`config.mk`:
```
export PLATFORM = sky130hd
export DESIGN_NAME = alu_srcb_stage
export DESIGN_NICKNAME = d
export VERILOG_FILES = /design/src/rtl/alu_srcb_stage.sv
export SDC_FILE = /design/constraint.sdc
export NUM_CORES = 1
export LEC_CHECK = 0
export ABC_AREA = 1
export CAP_MARGIN = 20
export CORE_ASPECT_RATIO = 1.2
export CORE_MARGIN = 2
export CORE_UTILIZATION = 25
export CTS_CLUSTER_DIAMETER = 60
export DETAILED_ROUTE_END_ITERATION = 8
export PLACE_DENSITY = 0.46
export SKIP_CTS_REPAIR_TIMING = 1
export SLEW_MARGIN = 20
export SYNTH_ARGS = -nofsm -noshare
export SYNTH_HDL_FRONTEND = slang
export SYNTH_SLANG_ARGS = --single-unit
export TNS_END_PERCENT = 50
```
`constraint.sdc`:
```
create_clock -name clk -period 2.4 [get_ports clk]
set_input_delay 0.48 -clock clk [delete_from_list [all_inputs] [get_ports clk]]
set_output_delay 0.48 -clock clk [all_outputs]
set_load 0.01 [all_outputs]
```
`src/rtl/alu_srcb_stage.sv`:
```
// Registered operand-B source select for the ALU, buffered by a 2-entry skid buffer.
// Optional feature macro: ALUSRCB_STALL_CNT_EN adds a saturating stall counter output.
module alu_srcb_stage #(
  parameter int WIDTH   = 32,
  parameter int IMM_W   = 16,
  parameter int INC_VAL = 4,
  parameter int SHAMT   = 2
) (
  input  logic             clk,
  input  logic             reset_n,
  input  logic [1:0]       selector,
  input  logic [WIDTH-1:0] data_memB,
  input  logic [IMM_W-1:0] imm,
  input  logic             in_valid,
  output logic             in_ready,
  output logic [WIDTH-1:0] src_B,
  output logic [1:0]       src_sel_q,
  output logic             out_valid,
  input  logic             out_ready
`ifdef ALUSRCB_STALL_CNT_EN
  ,
  output logic [15:0]      stall_cnt
`endif
);

  typedef enum logic [1:0] {EMPTY, ONE, FULL} state_t;

  state_t           state, state_nxt;
  logic [WIDTH-1:0] imm_sext, operand, s_data;
  logic [1:0]       s_sel;
  logic             s_valid, accept, consume;
  logic             load_m, load_s, pop_s;

  // A signed size cast sign-extends and also covers IMM_W == WIDTH.
  assign imm_sext = WIDTH'($signed(imm));

  // NOTE: every combinational output gets a default first, so no path can infer a latch.
  always_comb begin
    operand = data_memB;
    unique case (selector)
      2'b00: operand = data_memB;
      2'b01: operand = WIDTH'(INC_VAL);
      2'b10: operand = imm_sext << SHAMT;
      2'b11: operand = imm_sext;
      default: operand = data_memB;
    endcase
  end

  // Occupancy alone decides both valids, so in_ready comes straight off the state register.
  assign out_valid = (state != EMPTY);
  assign s_valid   = (state == FULL);
  assign in_ready  = !s_valid;
  assign accept    = in_valid & in_ready;
  assign consume   = out_valid & out_ready;

  always_comb begin
    state_nxt = state;
    load_m    = 1'b0;
    load_s    = 1'b0;
    pop_s     = 1'b0;
    unique case (state)
      EMPTY: begin
        if (accept) begin
          load_m    = 1'b1;
          state_nxt = ONE;
        end
      end
      ONE: begin
        if (consume && accept) begin
          load_m = 1'b1;
        end else if (consume) begin
          state_nxt = EMPTY;
        end else if (accept) begin
          load_s    = 1'b1;
          state_nxt = FULL;
        end
      end
      FULL: begin
        // in_ready is low here, so only the skid-to-main move can happen.
        if (consume) begin
          pop_s     = 1'b1;
          state_nxt = ONE;
        end
      end
      default: state_nxt = EMPTY;
    endcase
  end

  // NOTE: sequential state uses non-blocking assignments so all registers update together.
  always_ff @(posedge clk or negedge reset_n) begin
    if (!reset_n) state <= EMPTY;
    else          state <= state_nxt;
  end

  always_ff @(posedge clk or negedge reset_n) begin
    if (!reset_n) begin
      src_B     <= '0;
      src_sel_q <= 2'b00;
      s_data    <= '0;
      s_sel     <= 2'b00;
    end else begin
      if (load_m) begin
        src_B     <= operand;
        src_sel_q <= selector;
      end else if (pop_s) begin
        src_B     <= s_data;
        src_sel_q <= s_sel;
      end
      if (load_s) begin
        s_data <= operand;
        s_sel  <= selector;
      end
    end
  end

`ifdef ALUSRCB_STALL_CNT_EN
  always_ff @(posedge clk or negedge reset_n) begin
    if (!reset_n)                                    stall_cnt <= '0;
    else if (out_valid && !out_ready && stall_cnt != 16'hFFFF) stall_cnt <= stall_cnt + 16'd1;
  end
`endif

endmodule

```
==> results.toml, run 1 <==
[sta]
max_freq_mhz = 533
slew_violations = 0
setup_viol = 0
hold_viol_final = 0
fin_crit_sh_pct = 78.2
worstMarginPinSlew_ps = 686
rsz0062_at_grt = "false"
min_period_ps = 1880
fin_skew_ps = 8.04
relSlewSlack_pct = 54.2
hold-worst-slack_ps = 40.3
setup-tns-final_ps = 0

[critical_path]
cp_cell_sequence = "clkdlybuf4s50_1, nor2_2, nor2_8, inv_2, o21ai_0, nand2_1, nand2_1"
crit_fanout = 30
crit_slowest_cell = "clkdlybuf4s50_1"
reg2reg_slack_ps = 850
arrival_ps = 2090
startpoint_type = "input pin"
cp.required_ps = 2620
crit_path_end_kind = "register"
path_class = "in2reg"
critPathMaxStageDelay_ps = 510
cp_common_cell = "nand2_1"

[job]
max_cap_violations = 0

[yosys]
seq_area_frac_synth_pct = 49.9
ys_seq_elements = 70
syn_area_sq_um = 3510
syn_area_per_cell_sq_um = 7.43
synth_fp_nets = 526
ys_types = 19
yosysWarnings = 0
synth_cells = 472

[drt]
firstDrtPassIters = 4
ant_nets = 0
viasPerCell = 4.36
wl_per_cell_um = 14.0
drc = 0
drtIter0Drc = 110
wl_um = 10300
num_vias = 3202

[floorplanning]
core-area_sq_um = 13800
die-width_um = 112
initial_utilization_pct = 25.5
rows = 47
die_h_um = 134
die_area_sq_um = 15000
ios = 90

[finish]
finalNonFillerCells = 734
nets = 613
drive_above_1_share_pct = 6.39
diodes = 0
area_delta_synth_final_pct = 38.0
fill_cells = 1547

[cts]
cts.sinks = 70
cts_tree = "built"
clk_path_buf_depth = 2
clockRootBuffer = "clkbuf_16"
numCtsBuffers = 9
clk_latency_ps = 330
htree_levels = 3
clkSlewWorstSetupHoldPaths_ps = 60

[placed_design]
numPortBuffers = 89
place_congestion = 0.823
place_inst = 719
dpl.hpwl_um = 7100

[grt]
antenna_found_initial = 0
grt.total_usage_pct = 14.2
grt_pass1_vias = 3217
overflow = 0
grt_start_max_net_pins = 54
grt_pass1_wl_um = 16800

[min_path]
hold_class = "in2async"

[power_and_ir_drop]
ir_drop_mv = 0.319
p_leak_uw = 0.00231
p_per_area_nw_per_um2 = 855

[run_status]
outcome = "completed"
==> cell usage after synthesis (all sizes together) <==
library cell | instances | area (sq um)
nand3 | 43 | 215
nor2 | 18 | 101
clkinv | 2 | 7.51
buf | 22 | 150
clkbuf | 2 | 7.51
dfrtp | 70 | 1750
a21oi | 14 | 70.1
o21ai | 48 | 240
inv | 35 | 131
nor3 | 1 | 16.3
nand2 | 217 | 817
==> cell type report <==
class | count | area, sq um | share of cell area (%)
Clock inverter | 4 | 48.8 | 1.01
Inverter | 37 | 139 | 2.87
Clock buffer | 11 | 233 | 4.81
Timing Repair Buffer | 100 | 996 | 20.6
Multi-Input combinational cell | 341 | 1460 | 30.2
Tap cell | 171 | 214 | 4.42
Sequential cell | 70 | 1750 | 36.2
==> worst paths after layout <==
kind / startpoint / end / cells after the start
min in group clk: s_data[1] / s_data[1] / 2
hold / removal: reset_n / src_B[9] / 1
setup reg to reg: state[0] / src_B[4] / 7
max in group asynchronous: reset_n / src_B[14] / 2
hold reg to reg: s_data[1] / s_data[1] / 2
setup / recovery: out_ready / src_B[4] / 7
==> layout by cell type, fill, tap and decap left out <==
cell and count:
nand2_1 216, clkdlybuf4s50_1 88, dfrtp_1 70, nand3_1 43
inv_1 30, o21ai_0 26, o21ai_1 22, nor2_1 14
a21oi_1 14, buf_4 10, clkbuf_16 9, inv_2 5
clkinv_1 2, nor2_4 2, clkinv_2 2, clkbuf_1 2
buf_12 2, nand2_2 1, nor2_2 1, nor2_8 1
nor3_4 1, clkinv_4 1, bufinv_16 1
==> worst max-delay path, delay by kind of cell <==
kind                   cells  cell delay (ps)
buffers and inverters      2              920
AND/OR/NAND/NOR            4              490
AO/OA/AOI/OAI              1              180
==> through the flow <==
stage          cell area (sq um)  utilization, %  setup WS, ps  power [uW]
6_report                    4840            35.2           524        4140
5_1_grt                     4840            35.2           382        4440
3_3_place_gp                4560            33.1           186        2880
2_1_floorplan               3510               -          1040        2290
4_1_cts                     4840            35.2           522        4220
3_5_place_dp                4560            33.1           179        2890
==> cells by family (layout without fill, tap and decap cells) <==
| group | after synthesis | after routing | synth area share, % |
|---|---|---|---|
| and+or+nand+nor | 279 | 279 | 32.8 |
| DFF | 70 | 70 | 49.9 |
| buffers and inverters | 61 | 152 | 8.45 |
| AOI/OAI and AO/OA | 62 | 62 | 8.84 |
==> where the power goes <==
part | switching [uW] | total (uW) | internal [uW] | leakage (uW)
Clock | 492 | 1290 | 797 | 0.000139
Sequential | 183 | 1700 | 1510 | 0.000872
Combinational | 581 | 1150 | 572 | 0.00130
==> layer usage <==
metal	GRT usage (%)	wire length, um	up-vias
met5	0	0	-
met4	4.27	78	0
met3	4.16	639	5
met2	22.9	4780	75
met1	18.6	4800	1466
li1	-	-	1656
==> flip-flops by register name, indices dropped and copies added (netlist names) <==
signal / count
s_sel: 2
src_sel_q: 2
s_data: 32
state: 2
src_B: 32
No activity file was read; power rests on OpenSTA's default activity.
==> run 2: changes to the inputs <==
Settings changed: PLACE_DENSITY 0.46 to 0.48.
Clock period 2.4 ns to 1.6 ns, I/O delays scaled along.
==> results.toml, run 2 (synthesized netlist as in run 1, its figures left out) <==
[power_and_ir_drop]
clockPowerShare_pct = 34.6
p_sw_share_pct = 28.7
power_frac_comb_pct = 27.4
pwr-share-seq_pct = 37.9
power.total_uw = 6670
internal-power_uw = 4760
p_leak_uw = 0.00256
p_switching_uw = 1910
p_per_area_nw_per_um2 = 1290
ir_drop_mv = 0.457

[sta]
min_period_ps = 1570
worst_slack_ps = 25.5
setup_viol = 0
rsz0062_at_grt = "false"
fin_crit_sh_pct = 98.4
hold-worst-slack_ps = 475
worstMarginPinSlew_ps = 438
relSlewSlack_pct = 70.8
setup-tns-final_ps = 0
slew_violations = 0
hold_viol_final = 0
max_freq_mhz = 635
fin_skew_ps = 5.07

[min_path]
hold_class = "reg2reg"

[grt]
antenna_found_initial = 0
grt_pass1_vias = 3424
grt.total_usage_pct = 14.8
overflow = 0
grt_start_max_net_pins = 31
grt_pass1_wl_um = 17500

[drt]
wl_met3_um = 563
wl_um = 10500
drc = 0
num_vias = 3335
viasPerCell = 4.40
dr_wl_met2_um = 5130
ant_nets = 0
top_layer = "met4"
met1_length_um = 4670
firstDrtPassIters = 4
drtIter0Drc = 151
wl_per_cell_um = 13.8

[job]
max_cap_violations = 0

[cts]
clkSlewWorstSetupHoldPaths_ps = 60
cts_tree = "built"
clk_latency_ps = 330
numCtsBuffers = 9
clockRootBuffer = "clkbuf_16"
htree_levels = 3
clk_path_buf_depth = 2
cts.sinks = 70

[finish]
nets = 636
utilization_pct = 37.6
diodes = 0
final_cell_mix = "nand2_1 (216), clkdlybuf4s50_1 (80), dfrtp_1 (70)"
area_delta_synth_final_pct = 47.3
final_common_cell = "nand2_1"
largestRegisters = "s_data (32), src_B (32)"
drive_above_1_share_pct = 10.6

[critical_path]
startpoint_type = "register"
crit_slowest_cell = "clkdlybuf4s50_1"
critPathMaxStageDelay_ps = 550
crit_path_end_kind = "primary output"
arrival_ps = 1250
critPathTopFamily = "buffers and inverters"
critical_path.n_buffers_inverters = 1
cp_cell_sequence = "clkdlybuf4s50_1"
path_class = "reg2out"
crit_fanout = 2
cp.required_ps = 1280

[run_status]
outcome = "completed"

[floorplanning]
initial_utilization_pct = 25.5
rows = 47
core-area_sq_um = 13800
ios = 90
die_h_um = 134
die-width_um = 112
die_area_sq_um = 15000

[placed_design]
place_congestion = 0.817
dpl.hpwl_um = 7580
numPortBuffers = 89
place_ws_ps = -211
==> run 2: area by class of cell <==
cell class / instances / area [sq um]
fill: 1464 / 8590
sequential: 70 / 1750
inverter: 37 / 139
clock buffer: 10 / 239
clock inverter: 6 / 109
multi-input combinational: 341 / 1460
tap: 171 / 214
timing repair buffer: 123 / 1250
==> run 2: worst paths after layout <==
kind	from	to	slack (ps)	depth (start not counted)
worst min register to register	src_B[28]	src_B[28]	470	2
max in group asynchronous	reset_n	s_data[31]	550	3
worst max-delay path	src_B[11]	src_B[11]	30	1
worst min-delay path	src_B[28]	src_B[28]	470	2
worst max register to register	state[1]	src_B[31]	260	7
min in group asynchronous	reset_n	src_B[17]	480	2
==> run 2: tightest hold or removal path: cells and delay by family (launching register included) <==
family | cells | cell delay, ps
flip-flops | 1 | 340
AND/OR/NAND/NOR | 2 | 100
==> run 2: metal layers <==
metal  up-vias  track usage [%]
li1       1701                -
met1      1546             18.9
met2        81             25.0
met3         7             3.52
met4         0             4.27
met5         -                0
==> run 2: power by group through the flow <==
| stage | Combinational [uW] | Sequential [uW] | Clock [uW] |
|---|---|---|---|
| floorplan | 810 | 2620 | 0 |
| global placement | 1840 | 2550 | 0 |
| detailed placement | 1860 | 2560 | 0 |
| CTS | 1880 | 2540 | 2380 |
| global route | 2070 | 2600 | 2450 |
| finish | 1830 | 2530 | 2310 |
==> run 2: stage by stage <==
step                std cells  cell area [sq um]
floorplan                 472               3510
global placement          739               4770
detailed placement        739               4770
CTS                       755               5120
global route              758               5170
finish                    758               5170
